`src/rtl/bchecc_seq_pkg.sv`:
```
// rtl/bchecc_seq_pkg.sv - shared constants, FSM encoding and helpers for the BCH page sequencer
package bchecc_seq_pkg;

  // engine SFR register addresses
  localparam logic [3:0] ADDR_CTRL = 4'h0;
  localparam logic [3:0] ADDR_CFG  = 4'h4;
  localparam logic [3:0] ADDR_STAT = 4'h8;

  // CTRL bit positions
  localparam int CTRL_START = 0;
  localparam int CTRL_OPT   = 1;

  // STAT bit positions (busy and error bits are informational only here)
  localparam int STAT_FAIL    = 2;
  localparam int STAT_CNT_LSB = 4;
  localparam int STAT_CNT_MSB = 7;

  localparam logic [1:0] SFR_SIZE_WORD = 2'b10;

  typedef enum logic [3:0] {
    S_IDLE,
    S_CFG,
    S_CTRL,
    S_XFER,
    S_WAIT,
    S_STAT,
    S_CHK,
    S_NEXT,
    S_DONE
  } state_t;

  // CTRL word for a given start bit and direction
  function automatic logic [31:0] ctrl_word(input logic start, input logic dec);
    ctrl_word = '0;
    ctrl_word[CTRL_START] = start;
    ctrl_word[CTRL_OPT]   = dec;
  endfunction

endpackage

```
`src/rtl/bchecc_seq_sfr.sv`:
```
// rtl/bchecc_seq_sfr.sv - turns one-cycle read/write requests into registered SFR strobes
module bchecc_seq_sfr (
  input  logic        clk,
  input  logic        rst_n,
  input  logic        wr_req,
  input  logic        rd_req,
  input  logic [3:0]  addr,
  input  logic [31:0] wdata,
  output logic        sfr_en_o,
  output logic        sfr_rd_o,
  output logic        sfr_wr_o,
  output logic [3:0]  sfr_addr_o,
  output logic [31:0] sfr_wdata_o
);

  // register the request so each access is a clean single-cycle strobe; a write wins over a read
  always_ff @(posedge clk or negedge rst_n) begin
    if (!rst_n) begin
      sfr_en_o    <= 1'b0;
      sfr_rd_o    <= 1'b0;
      sfr_wr_o    <= 1'b0;
      sfr_addr_o  <= '0;
      sfr_wdata_o <= '0;
    end else begin
      sfr_en_o <= wr_req | rd_req;
      sfr_rd_o <= rd_req & ~wr_req;
      sfr_wr_o <= wr_req;
      if (wr_req | rd_req) sfr_addr_o <= addr;
      if (wr_req) sfr_wdata_o <= wdata;
    end
  end

endmodule

```
`src/rtl/bchecc_seq.sv`:
```
// rtl/bchecc_seq.sv - page-level sequencer driving the BCH ECC engine sector by sector
module bchecc_seq
  import bchecc_seq_pkg::*;
#(
  parameter int SECT_BYTES = 512,
  parameter int TMO_CYC    = 4095
) (
  input  logic        clk,
  input  logic        rst_n,
  input  logic        page_start_i,
  input  logic        page_dec_i,
  input  logic [3:0]  sect_num_i,
  input  logic [9:0]  ecc_cfg_i,
  input  logic        abort_i,
  input  logic        din_valid_i,
  input  logic [7:0]  din_data_i,
  output logic        din_ready_o,
  output logic        page_busy_o,
  output logic        page_done_o,
  output logic        page_fail_o,
  output logic [15:0] fail_map_o,
  output logic [3:0]  err_max_o,
  output logic        sfr_en_o,
  output logic        sfr_rd_o,
  output logic        sfr_wr_o,
  output logic [1:0]  sfr_size_o,
  output logic [3:0]  sfr_addr_o,
  output logic [31:0] sfr_wdata_o,
  input  logic [31:0] sfr_rdata_i,
  output logic        ecc_wr_o,
  output logic [7:0]  ecc_data_o,
  input  logic        ecc_done_i
);

  localparam int BCW = $clog2(SECT_BYTES) + 1;
  localparam logic [BCW-1:0] LAST_BYTE = BCW'(SECT_BYTES - 1);
  localparam logic [11:0]    WD_LAST   = 12'(TMO_CYC - 1);

  state_t          state, next_state;
  logic            dec_q;
  logic [3:0]      num_q;
  logic [3:0]      sect_q;
  logic [BCW-1:0]  byte_cnt;
  logic [11:0]     wd_cnt;
  logic            abort_hit, accept, wd_expire;
  logic            wr_req, rd_req;
  logic [3:0]      req_addr;
  logic [31:0]     req_wdata;
  logic            stat_fail;
  logic [3:0]      stat_cnt;
  logic            unused_rdata;

  assign abort_hit = abort_i && (state != S_IDLE) && (state != S_DONE);
  assign accept    = (state == S_XFER) && din_valid_i;
  assign wd_expire = (wd_cnt == WD_LAST);
  assign stat_fail = sfr_rdata_i[STAT_FAIL];
  assign stat_cnt  = sfr_rdata_i[STAT_CNT_MSB:STAT_CNT_LSB];
  assign unused_rdata = ^{sfr_rdata_i[31:8], sfr_rdata_i[3], sfr_rdata_i[1:0]};
  assign sfr_size_o = SFR_SIZE_WORD;

  // state register
  always_ff @(posedge clk or negedge rst_n) begin
    if (!rst_n) state <= S_IDLE;
    else        state <= next_state;
  end

  // next-state logic; abort overrides every non-idle transition
  always_comb begin
    next_state = state;
    case (state)
      S_IDLE: if (page_start_i) next_state = S_CFG;
      S_CFG:  next_state = S_CTRL;
      S_CTRL: next_state = S_XFER;
      S_XFER: if (accept && byte_cnt == LAST_BYTE) next_state = S_WAIT;
      S_WAIT: begin
        if (ecc_done_i)     next_state = dec_q ? S_STAT : S_NEXT;
        else if (wd_expire) next_state = S_NEXT;
      end
      S_STAT: next_state = S_CHK;
      S_CHK:  next_state = S_NEXT;
      S_NEXT: next_state = (sect_q == num_q) ? S_DONE : S_CTRL;
      S_DONE: next_state = S_IDLE;
      default: next_state = S_IDLE;
    endcase
    if (abort_hit) next_state = S_DONE;
  end

  // outputs: byte path from the current state, SFR requests from the state being entered
  always_comb begin
    din_ready_o = (state == S_XFER);
    ecc_wr_o    = accept;
    ecc_data_o  = accept ? din_data_i : 8'h00;
    wr_req      = 1'b0;
    rd_req      = 1'b0;
    req_addr    = ADDR_CTRL;
    req_wdata   = '0;
    if (abort_hit) begin
      wr_req = 1'b1;
    end else begin
      case (next_state)
        S_CFG: begin
          wr_req    = 1'b1;
          req_addr  = ADDR_CFG;
          req_wdata = {22'd0, ecc_cfg_i};
        end
        S_CTRL: begin
          wr_req    = 1'b1;
          req_wdata = ctrl_word(1'b1, dec_q);
        end
        S_STAT: begin
          rd_req   = 1'b1;
          req_addr = ADDR_STAT;
        end
        default: ;
      endcase
    end
  end

  // page context, counters and verdict aggregation
  always_ff @(posedge clk or negedge rst_n) begin
    if (!rst_n) begin
      dec_q       <= 1'b0;
      num_q       <= '0;
      sect_q      <= '0;
      byte_cnt    <= '0;
      wd_cnt      <= '0;
      fail_map_o  <= '0;
      err_max_o   <= '0;
      page_fail_o <= 1'b0;
      page_done_o <= 1'b0;
      page_busy_o <= 1'b0;
    end else begin
      page_done_o <= (state == S_DONE);
      page_busy_o <= (next_state != S_IDLE);
      byte_cnt    <= (state == S_XFER) ? byte_cnt + BCW'(accept) : '0;
      wd_cnt      <= (state == S_WAIT) ? wd_cnt + 12'd1 : '0;
      if (state == S_IDLE && page_start_i) begin
        dec_q       <= page_dec_i;
        num_q       <= sect_num_i;
        sect_q      <= '0;
        fail_map_o  <= '0;
        err_max_o   <= '0;
        page_fail_o <= 1'b0;
      end
      if (abort_hit) begin
        fail_map_o[sect_q] <= 1'b1;
      end else begin
        case (state)
          S_WAIT: if (!ecc_done_i && wd_expire) fail_map_o[sect_q] <= 1'b1;
          S_CHK: begin
            if (stat_fail)               fail_map_o[sect_q] <= 1'b1;
            else if (stat_cnt > err_max_o) err_max_o <= stat_cnt;
          end
          S_NEXT: if (sect_q != num_q) sect_q <= sect_q + 4'd1;
          S_DONE: page_fail_o <= |fail_map_o;
          default: ;
        endcase
      end
    end
  end

  bchecc_seq_sfr u_sfr (
    .clk         (clk),
    .rst_n       (rst_n),
    .wr_req      (wr_req),
    .rd_req      (rd_req),
    .addr        (req_addr),
    .wdata       (req_wdata),
    .sfr_en_o    (sfr_en_o),
    .sfr_rd_o    (sfr_rd_o),
    .sfr_wr_o    (sfr_wr_o),
    .sfr_addr_o  (sfr_addr_o),
    .sfr_wdata_o (sfr_wdata_o)
  );

endmodule

```
`config.mk`:
```
export PLATFORM = sky130hd
export DESIGN_NAME = bchecc_seq
export DESIGN_NICKNAME = d
export VERILOG_FILES = /design/src/rtl/bchecc_seq_pkg.sv /design/src/rtl/bchecc_seq_sfr.sv /design/src/rtl/bchecc_seq.sv
export SDC_FILE = /design/constraint.sdc
export NUM_CORES = 1
export LEC_CHECK = 0
export BUFFER_PORTS_ARGS = -buffer_cell sky130_fd_sc_hd__buf_2
export CAP_MARGIN = 0
export CORE_MARGIN = 5
export CORE_UTILIZATION = 30
export CTS_BUF_LIST = sky130_fd_sc_hd__clkbuf_4 sky130_fd_sc_hd__clkbuf_8
export DETAILED_ROUTE_END_ITERATION = 8
export PLACE_DENSITY_LB_ADDON = 0.05
export SKIP_LAST_GASP = 1
export SYNTH_ARGS = -nofsm -noshare
export SYNTH_HDL_FRONTEND = slang
export SYNTH_SLANG_ARGS = --single-unit
```
`constraint.sdc`:
```
create_clock -name clk -period 2.25 [get_ports clk]
set_input_delay 0.45 -clock clk [delete_from_list [all_inputs] [get_ports clk]]
set_output_delay 0.45 -clock clk [all_outputs]
set_load 0.05 [all_outputs]
```
==> results.sh <==
export IMPL_synth_sequential_area_ratio=0.4896
export IMPL_worst_r2r_startpoint="state[2]"
export IMPL_detail_route_first_pass_iterations=4
export IMPL_ys_seq_elements=73
export IMPL_postCtsHoldBufs=0
export IMPL_netlist_instances=369
export IMPL_drt_iter0_markers=142
export IMPL_share_of_synthesized_flip_flops_with_an_asynchronous_set_or_reset=1.000
export IMPL_outcome="completed"
export IMPL_area_growth_pct=21.09
export IMPL_required_ns=1.80
export IMPL_synth_cell_type_count=56
export IMPL_dp_hpwl_um=6519
export IMPL_critPathSlowestCell="sky130_fd_sc_hd__dfrtp_2"
export IMPL_synth_area_per_cell_um2=10.11
export IMPL_rd_place_congestion=0.7144
export IMPL_leakagePower_nw=2.244
export IMPL_cell_chain_of_the_critical_path="nor2_4 > nand3_2 > inv_2 > buf_4 > and3_1 > buf_4"
export IMPL_clock_latency_ns=0.36
export IMPL_worst_setup_path_startpoint="state[3]"
export IMPL_cpMostUsedCell="sky130_fd_sc_hd__buf_4"
export IMPL_synthMostInstantiatedCell="sky130_fd_sc_hd__dfrtp_1"
export IMPL_vias=2837
export IMPL_grt_setup_unrepaired="no"
export IMPL_final_setup_tns_ns=0
export IMPL_post_drt_wl_per_cell_um=14.24
export IMPL_synth_edff_count=0
export IMPL_worst_r2r_path_depth=7
export IMPL_final_cell_area_mm2=0.004518
export IMPL_start_util=0.3081
export IMPL_worst_path_largest_cell_delay_ns=0.47
export IMPL_grt_start_max_net_pins=43
export IMPL_tritoncts="yes"
export IMPL_critPathCapture="ecc_data_o[3]"
export IMPL_yosys_top_cells_area="sky130_fd_sc_hd__dfrtp_1 49%, sky130_fd_sc_hd__buf_4 5.4%, sky130_fd_sc_hd__nand2_1 4.9%"
export IMPL_io_pins=135
export IMPL_worst_ep_arrival_time_ns=1.68
export IMPL_drc=0
export IMPL_buffer_type_at_the_clock_tree_root="sky130_fd_sc_hd__clkbuf_8"
export IMPL_route_detailed_vias_per_inst=4.503
export IMPL_post_synth_instance_area_mm2=0.003731
export IMPL_ratio_of_cells_with_drive_above_1_in_the_final_layout=0.2792
export IMPL_htree_num_levels=3
export IMPL_grt_remaining_overflow=0
export IMPL_max_slew_worst_pin_slew_ns=0.5696
export IMPL_antenna_cells=0
export IMPL_finClkSkew_ns=0.01134
export IMPL_antenna_found_initial=0
export IMPL_ff2ff_setup_slack_ns=0.19
export IMPL_ir_drop_mv=0.6547
export IMPL_row_count=40
export IMPL_finalCoreUtilization=0.3730
export IMPL_ys_warnings_count=0
export IMPL_final_min_period_over_clock_period=0.9474
export IMPL_critical_path_class="flop to primary output"
export IMPL_postCtsSetupBuffers=0
export IMPL_finalNetCount=530
export IMPL_slew_viol_final=0
export IMPL_worstSetupEndpointType="primary output"
export IMPL_timing_max_slew_rel_slack=0.6203
export IMPL_gr_usage_all_layers=0.1249
export IMPL_postRouteWirelength_um=8970
export IMPL_netlist_top_cells_count="73 x sky130_fd_sc_hd__dfrtp_1, 49 x sky130_fd_sc_hd__nand2_1, 30 x sky130_fd_sc_hd__o21ai_0"
export IMPL_clockBufferDepth=2
export IMPL_netlist_area_leader_share=0.4896
export IMPL_cts_sink_count=73
export IMPL_first_global_vias=2804
export IMPL_yosys_area_top_type="sky130_fd_sc_hd__dfrtp_1"
export IMPL_clk_transition_reported_paths_ns=0.08
export IMPL_dpl_instance_area_mm2=0.004260
export IMPL_final_setup_viol_count=0
export IMPL_synth_ff_type="sky130_fd_sc_hd__dfrtp_1"
export IMPL_grt_pass1_wl_um=14430
export IMPL_setup_worst_path_start_class="flop"
export IMPL_die_height_um=121.5
export IMPL_design_die_area_mm2=0.01477
export IMPL_max_clock_freq_mhz=469.1
export IMPL_max_cap_violations=0
export IMPL_clock_buffer_count_from_cts=9
export IMPL_finalCriticalPeriod_ns=2.132
export IMPL_io_buffer_count=81
export IMPL_design_core_area_mm2=0.01211
export IMPL_fin_worst_hold_slack_ns=0.08321
export IMPL_drt_antenna_violating_nets=0
export IMPL_timing_hold_violations_final=0
export IMPL_crit_path_max_fanout=13
export IMPL_worstReg2RegEnd="u_sfr.sfr_wdata_o[2]"
export IMPL_powerDensity_mw_per_mm2=994.0
export IMPL_chipWidth_um=121.5
export IMPL_worstHoldPathType="primary input to asynchronous set/reset pin"
## state kept, by name (all words and copies together) (netlist names)
| name | count |
|---|---|
| u_sfr.sfr_wr_o | 1 |
| u_sfr.sfr_wdata_o | 10 |
| page_fail_o | 1 |
| fail_map_o | 16 |
| err_max_o | 4 |
| page_done_o | 1 |
| page_busy_o | 1 |
| sect_q | 4 |
| u_sfr.sfr_rd_o | 1 |
| dec_q | 1 |
| u_sfr.sfr_addr_o | 2 |
| u_sfr.sfr_en_o | 1 |
| state | 4 |
| wd_cnt | 12 |
| num_q | 4 |
| byte_cnt | 10 |
## per-stage QoR
stage | total power [W] | worst slack, ns | cells
2_1_floorplan | 0.002980 | 0.04750 | 393
3_3_place_gp | 0.003372 | 0.2600 | 614
3_5_place_dp | 0.003379 | 0.2349 | 614
4_1_cts | 0.004564 | 0.002701 | 630
5_1_grt | 0.004754 | 0.005347 | 630
6_report | 0.004491 | 0.1183 | 630
## cell usage in the layout (no fill, tap or decap), types with 3 or more instances in the layout
cell type,n
sky130_fd_sc_hd__buf_2,72
sky130_fd_sc_hd__dfrtp_1,71
sky130_fd_sc_hd__nand2_1,49
sky130_fd_sc_hd__o21ai_0,30
sky130_fd_sc_hd__conb_1,26
sky130_fd_sc_hd__nor2_1,24
sky130_fd_sc_hd__buf_4,15
sky130_fd_sc_hd__inv_1,14
sky130_fd_sc_hd__nand3_1,14
sky130_fd_sc_hd__xor2_1,13
sky130_fd_sc_hd__ha_1,12
sky130_fd_sc_hd__and3_1,9
sky130_fd_sc_hd__a32o_1,9
sky130_fd_sc_hd__clkbuf_8,9
sky130_fd_sc_hd__nand4_1,7
sky130_fd_sc_hd__or3_1,7
sky130_fd_sc_hd__a21oi_1,6
sky130_fd_sc_hd__xnor2_1,5
sky130_fd_sc_hd__nand2b_1,4
sky130_fd_sc_hd__nor4_1,4
sky130_fd_sc_hd__nand4_2,3
sky130_fd_sc_hd__and4_1,3
sky130_fd_sc_hd__nor3_1,3
sky130_fd_sc_hd__buf_6,3
## kinds of logic after synthesis
family	after synthesis	synth area share
AO/OA/AOI/OAI	64	0.1244
adder cells (fa/ha/maj)	12	0.04024
other	2	0.002013
AND/OR/NAND/NOR	146	0.2099
buffers and inverters	53	0.08719
flip-flops	73	0.4896
XOR/XNOR	19	0.04661
## routing by layer
| metal | vias to the layer above | part of all wire | track usage |
|---|---|---|---|
| met1 | 1346 | 0.45 | 0.1646 |
| met3 | 15 | 0.065 | 0.03403 |
| met4 | 0 | 0.018 | 0.05742 |
| li1 | 1400 | - | - |
| met2 | 76 | 0.46 | 0.1910 |
| met5 | - | 0 | 0 |
## critical path: cells and delay by family (launching register included)
kind,cells,cell delay (ns)
DFF,1,0.47
and+or+nand+nor,3,0.41
buffers and inverters,3,0.44
## worst min-delay path by stage
stage | startpoint | end | slack (ns) | depth (start not counted)
2_1_floorplan | rst_n | byte_cnt[0] | 0.15 | 0
3_3_place_gp | u_sfr.sfr_addr_o[3] | u_sfr.sfr_addr_o[3] | 0.48 | 1
3_5_place_dp | u_sfr.sfr_addr_o[3] | u_sfr.sfr_addr_o[3] | 0.49 | 1
4_1_cts | rst_n | fail_map_o[1] | 0.09 | 1
5_1_grt | rst_n | fail_map_o[1] | 0.12 | 1
6_report | rst_n | fail_map_o[1] | 0.08 | 1
## what timing repair did
item,in CTS,in global routing
resized for setup,2,18
endpoints found under the hold margin,0,0
setup endpoints to repair,2,8
cloned,0,0
## layout make-up
| type | count | area, um^2 |
|---|---|---|
| well taps | 168 | 210.2 |
| repair buffers | 91 | 526.8 |
| fillers | 1292 | 7594 |
| flip-flops and latches | 73 | 1829 |
| clock buffers | 11 | 138.9 |
| clock inverters | 5 | 80.08 |
| inverters | 15 | 56.30 |
| multi-input cells | 267 | 1677 |
## power by group
group          switching (W)  internal (W)
Combinational        0.00119      0.000457
Sequential          0.000167       0.00152
Clock               0.000508      0.000647
(Power assumes the default switching activity.)
